## config.mk

```make
export PLATFORM = sky130hd
export DESIGN_NAME = seven_seg_scanner_flat
export DESIGN_NICKNAME = d
export VERILOG_FILES = /design/src/rtl/seven_seg_if.sv /design/src/rtl/seven_seg_scanner.sv /design/src/flat_wrapper.sv
export SDC_FILE = /design/constraint.sdc
export NUM_CORES = 1
export LEC_CHECK = 0
export CORE_MARGIN = 3
export CORE_UTILIZATION = 25
export DETAILED_ROUTE_END_ITERATION = 12
export GPL_ROUTABILITY_DRIVEN = 0
export PLACE_DENSITY = 0.52
export REMOVE_ABC_BUFFERS = 1
export SYNTH_ARGS = -nofsm -noshare
export SYNTH_HDL_FRONTEND = slang
export SYNTH_SLANG_ARGS = --single-unit
```

## constraint.sdc

```tcl
create_clock -name clk -period 2.77 [get_ports clk]
set_input_delay 0.4155 -clock clk [delete_from_list [all_inputs] [get_ports clk]]
set_output_delay 0.4155 -clock clk [all_outputs]
set_load 0.02 [all_outputs]
```

## src/rtl/seven_seg_if.sv

```systemverilog
// Digit inputs and display drive for the four-digit clock display.
// The scanner sits on the slave side; whoever supplies the time uses master.
interface seven_seg_if;
   logic [3:0] min_units;
   logic [2:0] min_tens;
   logic [3:0] hour_units;
   logic [2:0] hour_tens;
   logic [3:0] anode;
   logic [6:0] segments;
   logic       dp;

   modport master (
      output min_units, min_tens, hour_units, hour_tens,
      input  anode, segments, dp
   );

   modport slave (
      input  min_units, min_tens, hour_units, hour_tens,
      output anode, segments, dp
   );
endinterface

```

## src/rtl/seven_seg_scanner.sv

```systemverilog
// Time-multiplexed driver for a 4-digit common-anode HH:MM display with a
// blinking colon dot; a full frame always shows one consistent snapshot.
module seven_seg_scanner #(
   parameter int REFRESH_DIV = 100000,
   parameter int BLINK_DIV   = 50000000,
   parameter bit BLANK_LZ    = 1'b1
) (
   input  logic        clk,
   input  logic        reset,
   input  logic        enable,
   seven_seg_if.slave  bus
);

   localparam int RW = $clog2(REFRESH_DIV + 1);
   localparam int BW = $clog2(BLINK_DIV + 1);
   localparam logic [6:0] SEG_OFF  = 7'b1111111;
   localparam logic [6:0] SEG_DASH = 7'b0111111;

   logic [RW-1:0] r_refresh_cnt;
   logic [BW-1:0] r_blink_cnt;
   logic          r_blink_phase;
   logic [1:0]    r_index;
   logic          r_was_enabled;
   logic [3:0]    r_sh_mu;
   logic [2:0]    r_sh_mt;
   logic [3:0]    r_sh_hu;
   logic [2:0]    r_sh_ht;
   logic [3:0]    r_anode;
   logic [6:0]    r_segments;
   logic          r_dp;

   logic          w_slot_tick;
   logic          w_capture;
   logic [3:0]    w_digit;
   logic          w_in_range;
   logic          w_blank;
   logic [6:0]    w_seg;
   logic [3:0]    w_anode;

   function automatic logic [6:0] seg_encode(input logic [3:0] v);
      logic [6:0] s;
      case (v)
         4'd0:    s = 7'b1000000;
         4'd1:    s = 7'b1111001;
         4'd2:    s = 7'b0100100;
         4'd3:    s = 7'b0110000;
         4'd4:    s = 7'b0011001;
         4'd5:    s = 7'b0010010;
         4'd6:    s = 7'b0000010;
         4'd7:    s = 7'b1111000;
         4'd8:    s = 7'b0000000;
         4'd9:    s = 7'b0010000;
         default: s = SEG_DASH;
      endcase
      return s;
   endfunction

   assign w_slot_tick = enable && (r_refresh_cnt == RW'(REFRESH_DIV - 1));
   // Snapshot at frame start (3->0 wrap) or on the first enabled cycle.
   assign w_capture   = enable && (!r_was_enabled || (w_slot_tick && (r_index == 2'd3)));

   always_ff @(posedge clk or posedge reset) begin
      if (reset) begin
         r_refresh_cnt <= '0;
         r_index       <= 2'd0;
         r_was_enabled <= 1'b0;
      end else if (!enable) begin
         r_refresh_cnt <= '0;
         r_index       <= 2'd0;
         r_was_enabled <= 1'b0;
      end else begin
         r_was_enabled <= 1'b1;
         if (w_slot_tick) begin
            r_refresh_cnt <= '0;
            r_index       <= r_index + 2'd1;
         end else begin
            r_refresh_cnt <= r_refresh_cnt + RW'(1);
         end
      end
   end

   always_ff @(posedge clk or posedge reset) begin
      if (reset) begin
         r_blink_cnt   <= '0;
         r_blink_phase <= 1'b0;
      end else if (r_blink_cnt == BW'(BLINK_DIV - 1)) begin
         r_blink_cnt   <= '0;
         r_blink_phase <= ~r_blink_phase;
      end else begin
         r_blink_cnt   <= r_blink_cnt + BW'(1);
      end
   end

   always_ff @(posedge clk or posedge reset) begin
      if (reset) begin
         r_sh_mu <= 4'd0;
         r_sh_mt <= 3'd0;
         r_sh_hu <= 4'd0;
         r_sh_ht <= 3'd0;
      end else if (w_capture) begin
         r_sh_mu <= bus.min_units;
         r_sh_mt <= bus.min_tens;
         r_sh_hu <= bus.hour_units;
         r_sh_ht <= bus.hour_tens;
      end
   end

   always_comb begin
      w_digit    = 4'd0;
      w_in_range = 1'b1;
      w_blank    = 1'b0;
      case (r_index)
         2'd0: begin
            w_digit    = r_sh_mu;
            w_in_range = (r_sh_mu <= 4'd9);
         end
         2'd1: begin
            w_digit    = {1'b0, r_sh_mt};
            w_in_range = (r_sh_mt <= 3'd5);
         end
         2'd2: begin
            w_digit    = r_sh_hu;
            w_in_range = (r_sh_hu <= 4'd9);
         end
         default: begin
            w_digit    = {1'b0, r_sh_ht};
            w_in_range = (r_sh_ht <= 3'd2);
            w_blank    = BLANK_LZ && (r_sh_ht == 3'd0);
         end
      endcase
      w_seg   = w_in_range ? seg_encode(w_digit) : SEG_DASH;
      w_anode = w_blank ? 4'b1111 : ~(4'b0001 << r_index);
   end

   always_ff @(posedge clk or posedge reset) begin
      if (reset) begin
         r_anode    <= 4'b1111;
         r_segments <= SEG_OFF;
         r_dp       <= 1'b1;
      end else if (!enable) begin
         r_anode    <= 4'b1111;
         r_segments <= SEG_OFF;
         r_dp       <= 1'b1;
      end else begin
         r_anode    <= w_anode;
         r_segments <= w_blank ? SEG_OFF : w_seg;
         r_dp       <= ~((r_index == 2'd2) && r_blink_phase);
      end
   end

   assign bus.anode    = r_anode;
   assign bus.segments = r_segments;
   assign bus.dp       = r_dp;

endmodule

```

## src/flat_wrapper.sv

```systemverilog
// flat-port wrapper written by rule: the top's interface ports become plain ports
module seven_seg_scanner_flat 
#(
   parameter int REFRESH_DIV = 100000,
   parameter int BLINK_DIV   = 50000000,
   parameter bit BLANK_LZ    = 1'b1
)
  (clk, reset, enable, bus_min_units, bus_min_tens, bus_hour_units, bus_hour_tens, bus_anode, bus_segments, bus_dp);
  seven_seg_if bus_i ();
  input  logic clk;
  input  logic reset;
  input  logic enable;
  input wire logic [$bits(bus_i.min_units)-1:0] bus_min_units;
  input wire logic [$bits(bus_i.min_tens)-1:0] bus_min_tens;
  input wire logic [$bits(bus_i.hour_units)-1:0] bus_hour_units;
  input wire logic [$bits(bus_i.hour_tens)-1:0] bus_hour_tens;
  output wire logic [$bits(bus_i.anode)-1:0] bus_anode;
  output wire logic [$bits(bus_i.segments)-1:0] bus_segments;
  output wire logic [$bits(bus_i.dp)-1:0] bus_dp;
  assign bus_i.min_units = bus_min_units;
  assign bus_i.min_tens = bus_min_tens;
  assign bus_i.hour_units = bus_hour_units;
  assign bus_i.hour_tens = bus_hour_tens;
  assign bus_anode = bus_i.anode;
  assign bus_segments = bus_i.segments;
  assign bus_dp = bus_i.dp;
  seven_seg_scanner #(.REFRESH_DIV(REFRESH_DIV), .BLINK_DIV(BLINK_DIV), .BLANK_LZ(BLANK_LZ)) u_core (.clk(clk), .reset(reset), .enable(enable), .bus(bus_i));
endmodule
```

==> run_results.csv, run 1 <==
group,metric,value,unit
outcome,run_status,"finished clean",
critical_path,arrival_time_worst_endpoint,2.60,ns
clock_network,worst_skew_pair.late_latency,0.33,ns
min_path,hold_class,"flip-flop to flip-flop",
critical_path,reg2reg_setup_slack,0.34,ns
floorplanning,die_h,132,µm
timing,maxClockFrequency,411,MHz
synthesis,yosysMostFrequentCell,"sky130_fd_sc_hd__dfrtp_1",
timing,report.final.hold_viol_count,0,
critical_path,criticalPathCategory,"flip-flop to flip-flop",
timing,maxSlewHeadroom,51.3,%
floorplanning,io_pins,29,
detailed_routing,detail_route.wirelength,9120,µm
synthesis,yosys_most_used_dff,"sky130_fd_sc_hd__dfrtp_1",
detailed_routing,routed_wire_length_per_instance,13.9,µm
synthesis,post-synth-top-area-cell,"sky130_fd_sc_hd__dfrtp_1",
floorplanning,die_area,17400,µm²
detailed_routing,detail_route.wirelength.met1,4460,µm
grt,grt.overflow.total,0,
critical_path,worstPathCellList,"or4b_1 -> or4_1 -> buf_4 -> o211ai_1 -> o311ai_0",
critical_path,worstPathBufferInverterCount,1,
detailed_routing,top_layer_used,"met4",
timing,finalMaxSlewViolations,0,
grt,initial_antenna_violation_count,0,
clock_network,cts_tree,"yes",
grt,grt_usage,11.0,%
clock_network,clk_pin_slew_worst_paths,0.06,ns
critical_path,cp_data_required_time,2.94,ns
clock_network,clock-sinks,73,
synthesis,syn_area_per_cell,9.62,µm²
synthesis,synthesis.instances,413,
timing,final_min_period_over_clock_period,87.8,%
critical_path,critPathSlowestCell,"sky130_fd_sc_hd__or4_1",
floorplanning,start_util,25.9,%
critical_path,critical_path_peak_fanout,10,
detailed_routing,detail_route.drc_violations,0,
timing,setup_viol,0,
min_path,sink_of_the_worst_hold_path,"u_core.bus.dp",
clock_network,cts.repair_timing.setup_buffer_count,0,
detailed_routing,drt_iter0_markers,243,
place,count_of_input_and_output_buffers,28,
timing,setup-tns-final,0,ns
synthesis,yosysWarningCount,0,
place,placed_instances,640,
detailed_routing,post_drt_via_cell_ratio,4.99,
power_and_ir_drop,post_layout_total_power,0.00244,W
critical_path,crit_family,"simple AND/OR/NAND/NOR gates",
clock_network,h-tree-depth,3,
critical_path,worst-r2r-cell-count,5,
synthesis,netlist-cell-type-count,48,
cells_and_area,fillerInstances,1570,
cells_and_area,drive_gt1_share,9.89,%
cells_and_area,instances_no_fill,656,
min_path,hold_depth,1,
synthesis,post_synth_instance_area,3970,µm²
grt,grt_max_degree,35,
run,cap_violations,0,
synthesis,synth_top_area_share,38.4,%
detailed_routing,wl_met3,386,µm
cells_and_area,fin_nets,467,
place,dpl.hpwl,6290,µm
floorplanning,std_cell_rows,45,
critical_path,slowest_delay,0.72,ns
clock_network,cts.root.buffer_cell,"sky130_fd_sc_hd__clkbuf_16",
clock_network,quantity_of_gates_resized_following_cts,0,
power_and_ir_drop,p_leak,1.80,nW
timing,tightestPinTransition,0.730,ns
clock_network,cts_hold_repair.buffers,0,
cells_and_area,n_diodes,0,
power_and_ir_drop,power_per_cell_area,511,nW/µm²
synthesis,postSynthRegisterBits,73,
timing,finalClockSkew,0.00694,ns
synthesis,yosysSeqAreaShare,46.3,%
min_path,min-delay-start,"u_core.r_blink_phase",
grt,first_global_vias,3200,
timing,rsz_0062_raised_after_global_routing,"no",
timing,period_minus_slack,2.43,ns
detailed_routing,drt_first_pass_iters,4,
grt,grt_first_pass_wirelength,16000,µm
clock_network,ctsLongestPathBuffers,2,
detailed_routing,vias,3275,
cells_and_area,area_growth_syn_to_layout,20.0,%
critical_path,rr_endpoint,"u_core.r_sh_hu[1]",
synthesis,synth_edf_count,0,
timing,worst_setup_slack_after_layout,0.339,ns
critical_path,worstReg2RegStart,"u_core.r_refresh_cnt[11]",
floorplanning,core,15400,µm²
synthesis,asyncSetResetFlopFracSynth,100,%
clock_network,cts-buffers-inserted,9,
floorplanning,die_w,132,µm
detailed_routing,antenna_violating_nets_post_route,0,
place,place_worst_setup_slack,0.337,ns
synthesis,synth_top_cells_by_count,"sky130_fd_sc_hd__dfrtp_1 (61), sky130_fd_sc_hd__nand2_1 (33), sky130_fd_sc_hd__nor2_1 (29)",
synthesis,yosys-top-cells-area,"sky130_fd_sc_hd__dfrtp_1 (38%), sky130_fd_sc_hd__dfstp_2 (7.9%), sky130_fd_sc_hd__o211ai_1 (3.8%), sky130_fd_sc_hd__xnor2_1 (3.5%), sky130_fd_sc_hd__a21oi_1 (3.3%)",
critical_path,critPathLaunchType,"flip-flop",
detailed_routing,route.met2.wl,4160,µm
power_and_ir_drop,ir_drop,0.269,mV
critical_path,critical_path.endpoint_type,"flip-flop",
registers in the layout, summed over array words and instances (netlist names):
register / flops
u_core.bus.anode: 4
u_core.bus.dp: 1
u_core.bus.segments: 7
u_core.r_blink_cnt: 26
u_core.r_blink_phase: 1
u_core.r_index: 2
u_core.r_refresh_cnt: 17
u_core.r_sh_ht: 3
u_core.r_sh_hu: 4
u_core.r_sh_mt: 3
u_core.r_sh_mu: 4
u_core.r_was_enabled: 1
through the flow:
step	hold WS, ns	utilization (%)	cell area (µm²)
finish	0.457	31.0	4770
global route	0.473	31.0	4770
CTS	0.461	31.0	4770
detailed placement	0.449	29.2	4490
global placement	0.440	29.2	4490
floorplan	0.421	-	3870
kinds of logic after synthesis:
family | share of synthesized area [%]
buffers and inverters | 3.56
XOR/XNOR | 6.61
AND/OR/NAND/NOR | 22.4
adder cells (fa/ha/maj) | 3.15
flip-flops | 46.3
AO/OA/AOI/OAI | 18.0
where the power goes:
group / switching, W / internal (W)
clock network: 0.000423 / 0.000693
registers: 0.0000379 / 0.00109
logic: 0.000104 / 0.0000830
how the worst max path moves through the flow:
stage,startpoint,endpoint,slack (ns),cells after the start
floorplan,reset,u_core.r_blink_cnt[0],0.52,1
global placement,u_core.r_refresh_cnt[11],u_core.r_sh_ht[1],0.42,5
detailed placement,u_core.r_refresh_cnt[11],u_core.r_sh_ht[1],0.34,4
CTS,u_core.r_refresh_cnt[11],u_core.r_sh_ht[1],0.32,4
global route,u_core.r_refresh_cnt[11],u_core.r_sh_ht[1],0.17,4
finish,u_core.r_refresh_cnt[11],u_core.r_sh_hu[1],0.34,5
cell usage in the layout, fill, tap and decap left out, types with 9 or more instances in the layout:
master / instances
sky130_fd_sc_hd__o21ai_0: 21
sky130_fd_sc_hd__and3_1: 9
sky130_fd_sc_hd__nand3_1: 24
sky130_fd_sc_hd__o211ai_1: 20
sky130_fd_sc_hd__xnor2_1: 16
sky130_fd_sc_hd__a21oi_1: 26
sky130_fd_sc_hd__buf_4: 9
sky130_fd_sc_hd__clkdlybuf4s50_1: 28
sky130_fd_sc_hd__ha_1: 10
sky130_fd_sc_hd__clkbuf_16: 9
sky130_fd_sc_hd__or4_1: 9
sky130_fd_sc_hd__nor2_1: 29
sky130_fd_sc_hd__xor2_1: 14
sky130_fd_sc_hd__inv_1: 9
sky130_fd_sc_hd__nand4_1: 13
sky130_fd_sc_hd__nand2_1: 33
sky130_fd_sc_hd__dfrtp_1: 61
sky130_fd_sc_hd__dfstp_2: 12
per-layer routing:
metal | global-route usage, % | up-vias
li1 | - | 1593
met1 | 15.3 | 1623
met2 | 16.9 | 50
met3 | 2.71 | 9
met4 | 3.50 | 0
met5 | 0 | -
layout make-up:
| type | count | area [µm²] | share of cell area (%) |
|---|---|---|---|
| clock inverter | 4 | 45.0 | 0.945 |
| tap | 211 | 264 | 5.54 |
| clock buffer | 12 | 236 | 4.96 |
| timing repair buffer | 37 | 348 | 7.30 |
| sequential | 73 | 1840 | 38.6 |
| inverter | 11 | 41.3 | 0.866 |
| multi-input combinational | 308 | 1990 | 41.8 |
(Power assumes the default switching activity.)
==> run 2: changes to the inputs <==
--- a/config.mk
+++ b/config.mk
@@ -7,6 +7,7 @@
 export LEC_CHECK = 0
 export CORE_MARGIN = 3
 export CORE_UTILIZATION = 25
+export CTS_BUF_LIST = sky130_fd_sc_hd__clkbuf_8
 export DETAILED_ROUTE_END_ITERATION = 12
 export GPL_ROUTABILITY_DRIVEN = 0
 export PLACE_DENSITY = 0.52
==> run 2 against run 1 <==
  * Sequential power barely moved
  * Register-to-register slack barely moved
  * Total power decreased by 14%
  * Clock skew up 0.0023 ns
  * Cell count unchanged
  * Global-route usage hardly changed
  * Routed wire length hardly changed
  * Via count increased by 0.27%
  * Core utilization is 0.66 points lower
==> run_results.csv, run 2 (synthesis results as in run 1) <==
group,metric,value,unit
outcome,run_status,"finished clean",
timing,tightestPinTransition,0.717,ns
power_and_ir_drop,clock_power_share,37.5,%
critical_path,critical_path.endpoint_type,"flip-flop",
timing,finalClockSkew,0.00926,ns
critical_path,critical_path_peak_fanout,15,
grt,first_global_vias,3205,
floorplanning,core,15400,µm²
clock_network,cts.repair_timing.setup_buffer_count,0,
power_and_ir_drop,post_layout_total_power,0.00211,W
floorplanning,die_area,17400,µm²
detailed_routing,drt_iter0_markers,252,
detailed_routing,detail_route.wirelength,9130,µm
timing,finalMaxSlewViolations,0,
critical_path,arrival_time_worst_endpoint,2.65,ns
critical_path,critPathLaunchType,"flip-flop",
timing,final_min_period_over_clock_period,87.8,%
cells_and_area,max_flop_register,"u_core.r_blink_cnt",
cells_and_area,n_diodes,0,
timing,report.final.hold_viol_count,0,
cells_and_area,final_common_cell,"sky130_fd_sc_hd__dfrtp_1",
cells_and_area,layout_common_cells,"sky130_fd_sc_hd__dfrtp_1 (61), sky130_fd_sc_hd__nand2_1 (33), sky130_fd_sc_hd__nor2_1 (29)",
timing,setup_viol,0,
power_and_ir_drop,switchingPower,0.000529,W
floorplanning,start_util,25.9,%
grt,grt_first_pass_wirelength,16000,µm
cells_and_area,fillerInstances,1589,
critical_path,slowest_delay,0.54,ns
critical_path,cp_data_required_time,2.99,ns
power_and_ir_drop,power.share.combinational,8.9,%
critical_path,worstReg2RegStart,"u_core.r_refresh_cnt[11]",
critical_path,worstPathCellList,"or4b_1 -> nor4_2 -> nand2_1 -> o311ai_0",
cells_and_area,largest_reg_flops,26,
detailed_routing,drt_first_pass_iters,5,
detailed_routing,post_drt_via_cell_ratio,5.01,
critical_path,critPathLaunch,"u_core.r_refresh_cnt[11]",
power_and_ir_drop,p_leak,1.77,nW
cells_and_area,drive_gt1_share,9.89,%
timing,rsz_0062_raised_after_global_routing,"no",
cells_and_area,fin_nets,467,
clock_network,cts.root.buffer_cell,"sky130_fd_sc_hd__clkbuf_8",
clock_network,ctsLongestPathBuffers,2,
power_and_ir_drop,p_int,0.00158,W
cells_and_area,area_growth_syn_to_layout,17.4,%
critical_path,setup.worst_path.end,"u_core.r_sh_ht[1]",
timing,maxSlewHeadroom,52.2,%
floorplanning,die_h,132,µm
clock_network,worst_skew_pair.late_latency,0.36,ns
place,count_of_input_and_output_buffers,28,
floorplanning,die_w,132,µm
critical_path,worst-r2r-cell-count,4,
detailed_routing,routed_wire_length_per_instance,13.9,µm
floorplanning,io_pins,29,
grt,initial_antenna_violation_count,0,
clock_network,cts_hold_repair.buffers,0,
timing,maxClockFrequency,411,MHz
critical_path,reg2reg_setup_slack,0.34,ns
power_and_ir_drop,switching_share,25.1,%
grt,grt.overflow.total,0,
detailed_routing,detail_route.drc_violations,0,
clock_network,clock-sinks,73,
clock_network,quantity_of_gates_resized_following_cts,0,
critical_path,critPathSlowestCell,"sky130_fd_sc_hd__or4b_1",
detailed_routing,vias,3284,
critical_path,criticalPathCategory,"flip-flop to flip-flop",
grt,grt_max_degree,35,
min_path,hold_class,"flip-flop to flip-flop",
grt,grt_usage,11.0,%
floorplanning,std_cell_rows,45,
detailed_routing,antenna_violating_nets_post_route,0,
place,dpl.hpwl,6290,µm
clock_network,h-tree-depth,3,
run,cap_violations,0,
critical_path,rr_endpoint,"u_core.r_sh_ht[1]",
timing,period_minus_slack,2.43,ns
timing,setup-tns-final,0,ns
clock_network,clk_pin_slew_worst_paths,0.07,ns
power_and_ir_drop,power_per_cell_area,452,nW/µm²
power_and_ir_drop,ir_drop,0.232,mV
clock_network,cts_tree,"yes",
power_and_ir_drop,seq_power_share,53.7,%
cells_and_area,fin_util,30.4,%
clock_network,cts-buffers-inserted,9,
run 2: cell types whose count changed in the layout (fill, tap and decap cells not counted):
| cell | before | now |
|---|---|---|
| sky130_fd_sc_hd__clkbuf_16 | 9 | 0 |
| sky130_fd_sc_hd__clkbuf_1 | 3 | 0 |
| sky130_fd_sc_hd__clkbuf_8 | 0 | 9 |
| sky130_fd_sc_hd__inv_1 | 9 | 12 |
run 2: power groups by stage:
stage | logic, W | clock network, W | registers (W)
3_3_place_gp | 0.000183 | 0 | 0.00115
3_5_place_dp | 0.000188 | 0 | 0.00115
6_report | 0.000187 | 0.000790 | 0.00113
4_1_cts | 0.000189 | 0.000824 | 0.00113
2_1_floorplan | 0.000113 | 0 | 0.00114
5_1_grt | 0.000212 | 0.000862 | 0.00113
run 2: worst min-delay path by stage:
stage | end | cells after the start | from
floorplan | u_core.bus.dp | 1 | u_core.r_blink_phase
global placement | u_core.bus.dp | 1 | u_core.r_blink_phase
detailed placement | u_core.bus.dp | 1 | u_core.r_blink_phase
CTS | u_core.bus.dp | 1 | u_core.r_blink_phase
global route | u_core.bus.dp | 1 | u_core.r_blink_phase
finish | u_core.bus.dp | 1 | u_core.r_blink_phase
run 2: area by class of cell:
cell class / instances / area, µm² / share of cell area (%)
flip-flops and latches: 73 / 1840 / 39.5
well taps: 211 / 264 / 5.66
inverters: 11 / 41.3 / 0.885
multi-input cells: 308 / 1990 / 42.7
repair buffers: 37 / 348 / 7.46
clock buffers: 9 / 124 / 2.65
clock inverters: 7 / 56.3 / 1.21
run 2: critical path: cells and delay by family (launching register included):
family	cells	cell delay [ns]
and+or+nand+nor	3	1.36
DFF	1	0.42
AOI/OAI and AO/OA	1	0.51
run 2: metrics by stage:
step	hold slack (ns)	setup slack [ns]	std cells	area, µm²
3_3_place_gp	0.440	0.416	640	4490
3_5_place_dp	0.449	0.337	640	4490
2_1_floorplan	0.421	0.521	392	3870
5_1_grt	0.477	0.152	656	4670
4_1_cts	0.453	0.308	656	4670
6_report	0.452	0.338	656	4670
run 2: routing by layer:
layer | up-vias | global-route usage [%] | wire length, µm
met1 | 1623 | 15.2 | 4500
li1 | 1585 | - | -
met5 | - | 0 | 0
met2 | 67 | 16.6 | 4110
met3 | 9 | 2.71 | 370
met4 | 0 | 4.08 | 142
